[src/rtl/rr_mux_reg.sv]
// Round-robin N:1 valid/ready mux with a single registered output stage.
// Optional packet locking (in_last) is enabled by defining RR_MUX_REG_LOCK_EN.
module rr_mux_reg #(
  parameter int WIDTH  = 8,
  parameter int NUM_IN = 4,
  parameter int SEL_W  = 2
) (
  input  logic                    clk,
  input  logic                    reset,
  input  logic [NUM_IN*WIDTH-1:0] in_data,
  input  logic [NUM_IN-1:0]       in_valid,
`ifdef RR_MUX_REG_LOCK_EN
  input  logic [NUM_IN-1:0]       in_last,
`endif
  output logic [NUM_IN-1:0]       in_ready,
  output logic [WIDTH-1:0]        out_data,
  output logic [SEL_W-1:0]        out_src,
  output logic                    out_valid,
  input  logic                    out_ready
);

  logic [WIDTH-1:0]  out_data_q, out_data_d;
  logic [SEL_W-1:0]  out_src_q, out_src_d;
  logic              out_valid_q, out_valid_d;
  logic [SEL_W-1:0]  last_grant_q, last_grant_d;
  logic              lock_q, lock_d;

  logic [NUM_IN-1:0] grant;
  logic [SEL_W-1:0]  gnt_idx;
  logic [SEL_W-1:0]  cand;
  logic              found;
  logic              load;
  logic              xfer;

  // Arbitration: scan from last_grant+1 modulo NUM_IN; a held lock pins the grant.
  always_comb begin
    grant   = '0;
    gnt_idx = '0;
    cand    = '0;
    found   = 1'b0;
    if (lock_q) begin
      if (in_valid[last_grant_q]) begin
        grant[last_grant_q] = 1'b1;
        gnt_idx             = last_grant_q;
      end
    end else begin
      for (int k = 1; k <= NUM_IN; k++) begin
        cand = SEL_W'((int'(last_grant_q) + k) % NUM_IN);
        if (!found && in_valid[cand]) begin
          found       = 1'b1;
          grant[cand] = 1'b1;
          gnt_idx     = cand;
        end
      end
    end
  end

  // Reset suppresses in_ready so no producer believes a word was taken.
  always_comb begin
    load         = (~out_valid_q | out_ready) & ~reset;
    xfer         = load & (|grant);
    in_ready     = load ? grant : '0;
    out_data_d   = out_data_q;
    out_src_d    = out_src_q;
    out_valid_d  = out_valid_q;
    last_grant_d = last_grant_q;
    lock_d       = lock_q;
    if (load) begin
      out_valid_d = xfer;
      if (xfer) begin
        out_data_d   = in_data[gnt_idx*WIDTH +: WIDTH];
        out_src_d    = gnt_idx;
        last_grant_d = gnt_idx;
`ifdef RR_MUX_REG_LOCK_EN
        lock_d       = ~in_last[gnt_idx];
`else
        lock_d       = 1'b0;
`endif
      end
    end
  end

  always_ff @(posedge clk) begin
    if (reset) begin
      out_data_q   <= '0;
      out_src_q    <= '0;
      out_valid_q  <= 1'b0;
      last_grant_q <= SEL_W'(NUM_IN - 1);
      lock_q       <= 1'b0;
    end else begin
      out_data_q   <= out_data_d;
      out_src_q    <= out_src_d;
      out_valid_q  <= out_valid_d;
      last_grant_q <= last_grant_d;
      lock_q       <= lock_d;
    end
  end

  assign out_data  = out_data_q;
  assign out_src   = out_src_q;
  assign out_valid = out_valid_q;

endmodule

[config.mk]
export PLATFORM = sky130hd
export DESIGN_NAME = rr_mux_reg
export DESIGN_NICKNAME = d
export VERILOG_FILES = /design/src/rtl/rr_mux_reg.sv
export SDC_FILE = /design/constraint.sdc
export NUM_CORES = 1
export LEC_CHECK = 0
export BUFFER_PORTS_ARGS = -buffer_cell sky130_fd_sc_hd__buf_2
export CAP_MARGIN = 0
export CORE_MARGIN = 1
export CORE_UTILIZATION = 29
export CTS_CLUSTER_DIAMETER = 60
export DETAILED_ROUTE_END_ITERATION = 10
export PLACE_DENSITY = 0.62
export SETUP_SLACK_MARGIN = 0.15
export SYNTH_ARGS = -nofsm -noshare
export SYNTH_HDL_FRONTEND = slang
export SYNTH_SLANG_ARGS = --single-unit
[constraint.sdc]
create_clock -name clk -period 3 [get_ports clk]
set_clock_uncertainty 0.2 [all_clocks]
set_input_delay 0.6 -clock clk [delete_from_list [all_inputs] [get_ports clk]]
set_output_delay 0.6 -clock clk [all_outputs]
set_load 0.01 [all_outputs]
# Word level (Yosys, flattened, before mapping)
# Index checks and enable logic that the tools add are counted.
[word_totals]
regBits = 13
wordCells = 65
[op_classes]
reduce_logical = 12
bitwise = 8
n_lt_le_gt_ge = 8
addsub = 4
shifts = 1
n_mux = 28
[op_table]
columns = ["cell", "count"]
rows = [
  ["32-bit by 6-bit variable part select with 8-bit output", 1],
  ["4-bit two-way mux", 5],
  ["2-bit by 3-bit less-than comparator with 1-bit output, second input constant", 4],
  ["4-bit bitwise OR", 3],
  ["1-bit two-way mux", 11],
  ["1-bit binary-select mux with 2-bit select", 4],
  ["1-bit demux with 2-bit select", 4],
  ["2-bit by 1-bit >= comparator with 1-bit output, second input constant", 4],
  ["2-bit two-way mux", 4],
  ["1-bit logical AND", 7],
  ["2-bit by 1-bit adder with 2-bit output, second input constant", 2],
  ["2-bit adder, second input constant", 2],
  ["4-bit OR reduction", 1],
  ["1-bit zero test", 3],
  ["1-bit bitwise AND", 2],
  ["1-bit NOT", 2],
  ["2-bit AND reduction", 1],
  ["1-bit bitwise OR", 1],
]

# Logic depth before layout (Yosys ltp)
# Gate-level depths: netlist of run 1.
[depth]
word_depth = 16
depth_mapped = 11
mapped_depth_nobuf = 8

# Worst setup path before layout of run 1
# OpenSTA, ideal clock, no wires.
[synth_timing]
kind = "flip-flop to flip-flop"
from = "register last_grant_q[0]"
to = "register out_data_q[2], in the netlist out_data[2]"
slack_ns = -0.095
path_buffers = 2
path_stages_with_launch = 11
period_less_slack_ns = 3.095
t_arrival_ns = 2.808
path_cell_list = "dfxtp_1 buf_4 inv_1 ha_1 mux4_2 or3_1 o311a_4 o41ai_4 buf_6 nand3b_1 o31ai_1"
[synth_between]
elab_chain_len = 16
word_cells_on_any_way = 56
cone_classes = "add/sub: 4; order compare: 8; shift: 1; mux: 27; bitwise: 4; reduce/logical: 12"
[synth_rtl]
columns = ["element", "line_no", "source"]
rows = [
  ["start, declared", "25", "logic [SEL_W-1:0] last_grant_q, last_grant_d;"],
  ["start signal, assigned", "88", "last_grant_q <= SEL_W'(NUM_IN - 1);"],
  ["start signal, assigned", "94", "last_grant_q <= last_grant_d;"],
  ["parallel branches: the longest is 16 deep, another holds 2-bit by 3-bit less-than comparator with 1-bit output", "--", ""],
  ["end signal, assigned", "91", "out_data_q <= out_data_d;"],
  ["end, declared", "22", "logic [WIDTH-1:0] out_data_q, out_data_d;"],
]
# Several ways; the timed one is not identified. The select of a mux whose other input is x is not followed.
# A chain may end at the register's enable or synchronous reset.

# Worst setup path in the final report of run 1
[layout_timing]
from = "register last_grant_q[0]"
to = "output in_ready[1]"
[layout_between]
elab_chain_len = 14
word_cells_on_any_way = 49
cone_classes = "add/sub: 4; order compare: 8; mux: 24; bitwise: 3; reduce/logical: 10"
[layout_rtl]
columns = ["element", "line_no", "source"]
rows = [
  ["parallel branches: the longest is 12 deep, another holds 2-bit by 3-bit less-than comparator with 1-bit output", "--", ""],
  ["4-bit two-way mux (*)", "49", "if (!found && in_valid[cand]) begin"],
  ["4-bit two-way mux (*)", "62", "in_ready = load ? grant : '0;"],
  ["end, declared", "15", "output logic [NUM_IN-1:0] in_ready,"],
]
# Mark *: on every way between the ends. The select of a mux whose other input is x is not followed.

==> results of run 1 <==
flip-flops by register name (all words and copies together), names as in the netlist:
| signal | flops |
|---|---|
| out_src | 2 |
| out_valid | 1 |
| last_grant_q | 2 |
| out_data | 8 |
how the worst max path moves through the flow:
stage | end | cells after the start | start | slack [ns]
2_1_floorplan | in_ready[3] | 7 | last_grant_q[1] | 0.16
3_3_place_gp | in_ready[1] | 8 | in_valid[2] | 0.09
3_5_place_dp | in_ready[2] | 8 | in_valid[2] | 0.07
4_1_cts | in_ready[2] | 9 | last_grant_q[0] | 0.04
5_1_grt | in_ready[0] | 9 | last_grant_q[1] | -0.09
6_report | in_ready[1] | 9 | last_grant_q[0] | 0.03
cell type report:
cell class                 count  share of cell area [%]
clock buffer                   3                    2.26
clock inverter                 1                   0.274
inverter                       3                   0.616
multi-input combinational    132                    55.9
sequential                    13                    14.4
tap                           52                    3.56
timing repair buffer          71                    23.0
critical path, delay by kind of cell, from the launching register on:
family                     cells  cell delay, ns
DFF                            1            0.33
AOI/OAI and AO/OA              3            0.34
buffers and inverters          2            0.19
and+or+nand+nor                2            0.30
muxes                          1            0.51
adders and majority gates      1            0.26
kinds of logic (layout without fill, tap and decap cells):
logic type	Yosys count	in the layout	share of synthesized area, %
muxes	7	7	8.02
DFF	13	13	19.2
adders and majority gates	8	8	7.37
and+or+nand+nor	63	63	27.5
AOI/OAI and AO/OA	54	54	30.4
buffers and inverters	15	78	7.56
per-stage QoR:
step	std cells	hold slack, ns
finish	275	0.281
global route	275	0.309
CTS	274	0.284
detailed placement	267	0.273
global placement	267	0.273
floorplan	160	0.304
report_power, final:
group / total [mW] / internal [mW] / switching (mW)
clock network: 0.159 / 0.0918 / 0.0670
registers: 0.288 / 0.252 / 0.0359
logic: 1.45 / 0.696 / 0.756
cells in the final DEF, fill, tap and decap left out, drive strengths merged:
cell / count
nand2b: 3
and3: 16
o211a: 1
nor2b: 3
clkbuf: 3
o32a: 1
nor2: 8
o22ai: 1
o21ai: 13
and2b: 2
ha: 8
a22oi: 4
o311a: 1
a21oi: 7
mux4: 3
inv: 3
or3b: 2
clkinv: 1
dfxtp: 13
a2111oi: 1
a21o: 2
mux2: 1
mux2i: 3
nand2: 6
o211ai: 1
o31a: 1
o31ai: 8
buf: 71
nand3b: 11
a211oi: 10
o41ai: 1
nor3: 1
nor4: 2
or3: 1
a2111o: 2
nand3: 8
metal layers:
layer  share of wire, %  routed length (um)  vias up
met3                3.3                 120        4
met4               0.90                  33        0
li1                   -                   -      750
met2                 48                1750       30
met1                 48                1740      678
met5                  0                   0        -
timing repair:
| action | 4_1_cts | 5_1_grt |
|---|---|---|
| setup endpoints to repair | 4 | 16 |
| gates resized for setup | 6 | 4 |
| pin swaps | 3 | 1 |
| buffers inserted | 3 | 1 |
==> results.toml, run 1 <==
[status]
run_status = "finished, final reports clean"

[clock_tree]
insertion_delay_ns = 0.24
cts_buffers = 3
hold_buffers = 0
clk_pin_slew_ns = 0.06
root_buffer = "clkbuf_8"
cts_tree = "yes"
cts_sinks = 13
cts_buffer_depth = 2
ctsHtreeMaxLevel = 1

[worst_setup_path]
r2r-start = "last_grant_q[0]"
cp-end-kind = "primary output"
start_kind = "flop"
worst_ep_required_time_ns = 2.20
crit_slowest_cell = "mux4_2"
cp_cell_sequence = "inv_2 -> ha_4 -> mux4_2 -> and2b_2 -> a22oi_1 -> o21ai_0 -> a21oi_1 -> nor2_1 -> buf_2"
critical_path_arrival_ns = 2.17
path_max_fanout = 5
regToRegSetupSlack_ns = 0.25
reg2regPathDepth = 10
cpPeakStageDelay_ns = 0.51
r2r_end = "out_data[5]"
crit_type = "flop to primary output"

[yosys]
avgSynthCellArea_um2 = 8.48
yosysSeqAreaShare_pct = 19.2
synthFlopType = "dfxtp_1"
synth_edf_count = 0
yosysWarnings = 0
synth_area_leaders = "dfxtp_1 19%, and3_1 7.4%, ha_1 7.4%"
synth_nets = 207
async_flop_share_pct = 0
synth_cell_type_count = 41
synth_area_mm2 = 0.00136
synth_cells = 160
yosys.cell_count.top_type = "and3_1"
synth-seq-cells = 13
yosys.area.top_type_share_pct = 19.2
yosysTopAreaCell = "dfxtp_1"
synthTopCellsByCount = "16 x and3_1, 13 x dfxtp_1, 11 x o21ai_0"

[worst_hold_path]
min_path_type = "flop to flop"
hold_path_depth = 2
hp-start = "out_data[4]"
min_to = "out_data[4]"

[sta]
hold_viol = 0
fmax_ghz = 0.337
slew_viol_final = 0
worstMarginPinSlew_ns = 0.388
setup_viol = 0
final.setup.worst_slack_ns = 0.0323
grt_setup_unrepaired = "true"
min_period_ns = 2.97
fin_setup_tns_ns = 0
period_share_pct = 98.9
slew_headroom_pct = 74.1

[route]
drc = 0
viasPerCell = 5.32
drtAntennaViolNets = 0
drtPass1Iterations = 4
wirelength_um = 3650
vias = 1462
first_iter_violations = 57
post_drt_wl_per_cell_um = 13.3

[finish]
syn_to_final_growth_pct = 34.6
diodes = 0
fin_area_mm2 = 0.00183
finish.utilization_pct = 41.4
regArea_um2 = 263
final_nets = 271
fillers = 458
multi_input_comb_area_mm2 = 0.00102
drive_above_1_share_pct = 42.2

[place]
place.gp.congestion = 0.796
dpl_cell_area_mm2 = 0.00173
dp_slack_ns = 0.0720
dp_hpwl_um = 2820
io_buffer_count = 53

[global_route]
use_met3_pct = 2.45
grt_antenna_before_repair = 0
gr-max-usage-layer = "met2"
gr-usage-met1_pct = 19.5
grt_remaining_overflow = 0
grt_use_total_pct = 15.4
grt_max_degree = 19
grt_use_met2_pct = 27.3
grt_pass1_vias = 1430
grt_pass1_wl_um = 6290

[floorplanning]
start_util_pct = 30.8
die-area_mm2 = 0.00496
boundaryPins = 54
rows = 24
die_height_um = 70.4
dieWidth_um = 70.4
coreArea_mm2 = 0.00441

[pwr]
p_leak_nw = 0.858
powerDensity_mw_per_mm2 = 1040
ir_drop_mv = 0.288
power_mw = 1.90

[job]
cap_viol_max_count = 0
No activity file was read; power rests on OpenSTA's default activity.
==> inputs of run 2 (changes only) <==
Settings changed: CELL_PAD_IN_SITES_DETAIL_PLACEMENT set to 1, CELL_PAD_IN_SITES_GLOBAL_PLACEMENT set to 1, GPL_ROUTABILITY_DRIVEN set to 0, PLACE_DENSITY 0.62 to 0.79, RECOVER_POWER set to 25.
==> run 2 against run 1 <==
The run now ends with negative setup slack left. Die area unchanged. Sequential share of layout area decreased by 0.93 points. Sequential cell count unchanged. Non-clock buffer count increased by 9. Critical path type is now flop to flop. Worst hold slack improved by 0.013 ns. Cell count increased by 3.3%. Critical path depth increased by 1. Combinational power increased by 21%. Maximum frequency decreased by 3.1%. Final area increased by 7.9%. First-iteration DRC count increased by 28%. Worst setup slack got worse by 0.096 ns.
==> results.toml, run 2 (same netlist as run 1, synthesis figures left out) <==
[finish]
final_common_cell = "buf_2"
syn_to_final_growth_pct = 45.3
finish.utilization_pct = 44.7
drive_above_1_share_pct = 45.3
diodes = 0
layout_common_cells = "50 x buf_2, 21 x buf_4, 16 x and3_1"
fin_area_mm2 = 0.00197
finalNonFillerCells = 284
final_nets = 280
largest_reg_flops = 8
fillers = 534

[pwr]
powerDensity_mw_per_mm2 = 1120
sequentialPowerShare_pct = 13.6
combPwrFrac_pct = 79.4
power.net_switching_mw = 1.00
p_leak_nw = 0.922
swShare_pct = 45.3
ir_drop_mv = 0.286
p_int_mw = 1.21
power_mw = 2.21
clockPowerShare_pct = 7.1

[sta]
final.setup.worst_slack_ns = -0.0633
fin_setup_tns_ns = -0.394
grt_setup_unrepaired = "true"
fmax_ghz = 0.326
slew_headroom_pct = 68.3
fin_hold_ws_ns = 0.294
min_period_ns = 3.06
worstMarginPinSlew_ns = 0.474
hold_viol = 0
period_share_pct = 102
setup_viol = 15
slew_viol_final = 0

[clock_tree]
cts_sinks = 13
hold_buffers = 0
ctsHtreeMaxLevel = 1
cts_tree = "yes"
root_buffer = "clkbuf_8"
clk_pin_slew_ns = 0.06
insertion_delay_ns = 0.24
cts_buffer_depth = 2
cts_buffers = 3

[place]
io_buffer_count = 53
dp_hpwl_um = 3160
place_inst = 265
dpl_cell_area_mm2 = 0.00171
dp_slack_ns = 0.0257

[global_route]
grt_antenna_before_repair = 0
grt_remaining_overflow = 0
grt_use_total_pct = 18.4
grt_pass1_wl_um = 7510
grt_pass1_vias = 1557
grt_max_degree = 23

[floorplanning]
start_util_pct = 30.8
die_height_um = 70.4
coreArea_mm2 = 0.00441
boundaryPins = 54
rows = 24
die-area_mm2 = 0.00496
dieWidth_um = 70.4

[worst_setup_path]
cp_cell_sequence = "buf_8 -> mux4_2 -> buf_4 -> a21o_1 -> o311a_4 -> o41ai_4 -> buf_6 -> buf_12 -> clkbuf_16 -> o31ai_1"
crit_type = "flop to flop"
crit_slowest_cell = "mux4_2"
worst_ep_required_time_ns = 2.91
path_buf_inv = 5
cpPeakStageDelay_ns = 0.57
crit_family = "compound AO/OA/AOI/OAI gates"
regToRegSetupSlack_ns = -0.06
start_kind = "flop"
path_max_fanout = 14
critical_path_arrival_ns = 2.98
cp-end-kind = "flop"

[route]
drtAntennaViolNets = 0
vias = 1557
post_drt_wl_per_cell_um = 17.4
viasPerCell = 5.48
first_iter_violations = 73
drc = 0
wirelength_um = 4940
drtPass1Iterations = 4

[job]
cap_viol_max_count = 0

[worst_hold_path]
min_path_type = "flop to flop"

[status]
failed_checks = "negative setup slack"
run_status = "finished, violations left"
-- run 2: worst paths after layout --
| path | start | endpoint | cells past startpoint |
|---|---|---|---|
| worst max-delay path | last_grant_q[0] | out_data[4] | 10 |
| worst max register to register | last_grant_q[0] | out_data[4] | 10 |
| worst min register to register | out_data[0] | out_data[0] | 2 |
| worst min-delay path | out_data[0] | out_data[0] | 2 |
-- run 2: per-layer routing --
metal	global-route usage (%)	vias up	share of wire, %
met5	0	-	0
met4	4.44	0	1.2
met3	2.31	6	2.4
met2	32.4	36	51
met1	23.5	750	46
li1	-	765	-
-- run 2: layout make-up --
| type | count | area, um2 | area share, % |
|---|---|---|---|
| inverter | 3 | 13.8 | 0.698 |
| timing repair buffer | 80 | 536 | 27.2 |
| multi-input combinational | 132 | 1050 | 53.0 |
| clock inverter | 1 | 5.00 | 0.254 |
| tap | 52 | 65.1 | 3.30 |
| sequential | 13 | 265 | 13.5 |
| clock buffer | 3 | 41.3 | 2.09 |
-- run 2: repair_timing --
item | 4_1_cts | 5_1_grt
setup endpoints to repair | 4 | 16
pin swaps | 3 | 6
cloned | 0 | 2
setup buffers | 6 | 7
gates resized for setup | 9 | 10
-- run 2: power by group through the flow --
stage / registers, mW / clock network [mW] / logic [mW]
global route: 0.305 / 0.173 / 1.90
finish: 0.299 / 0.156 / 1.75
CTS: 0.291 / 0.160 / 1.47
global placement: 0.285 / 0 / 1.35
floorplan: 0.331 / 0 / 0.962
detailed placement: 0.290 / 0 / 1.38
-- run 2: tightest hold or removal path, cell delays in order (launching register included) --
cell and delay, ns:
dfxtp_1 0.31, nand3b_1 0.08, o31ai_1 0.06
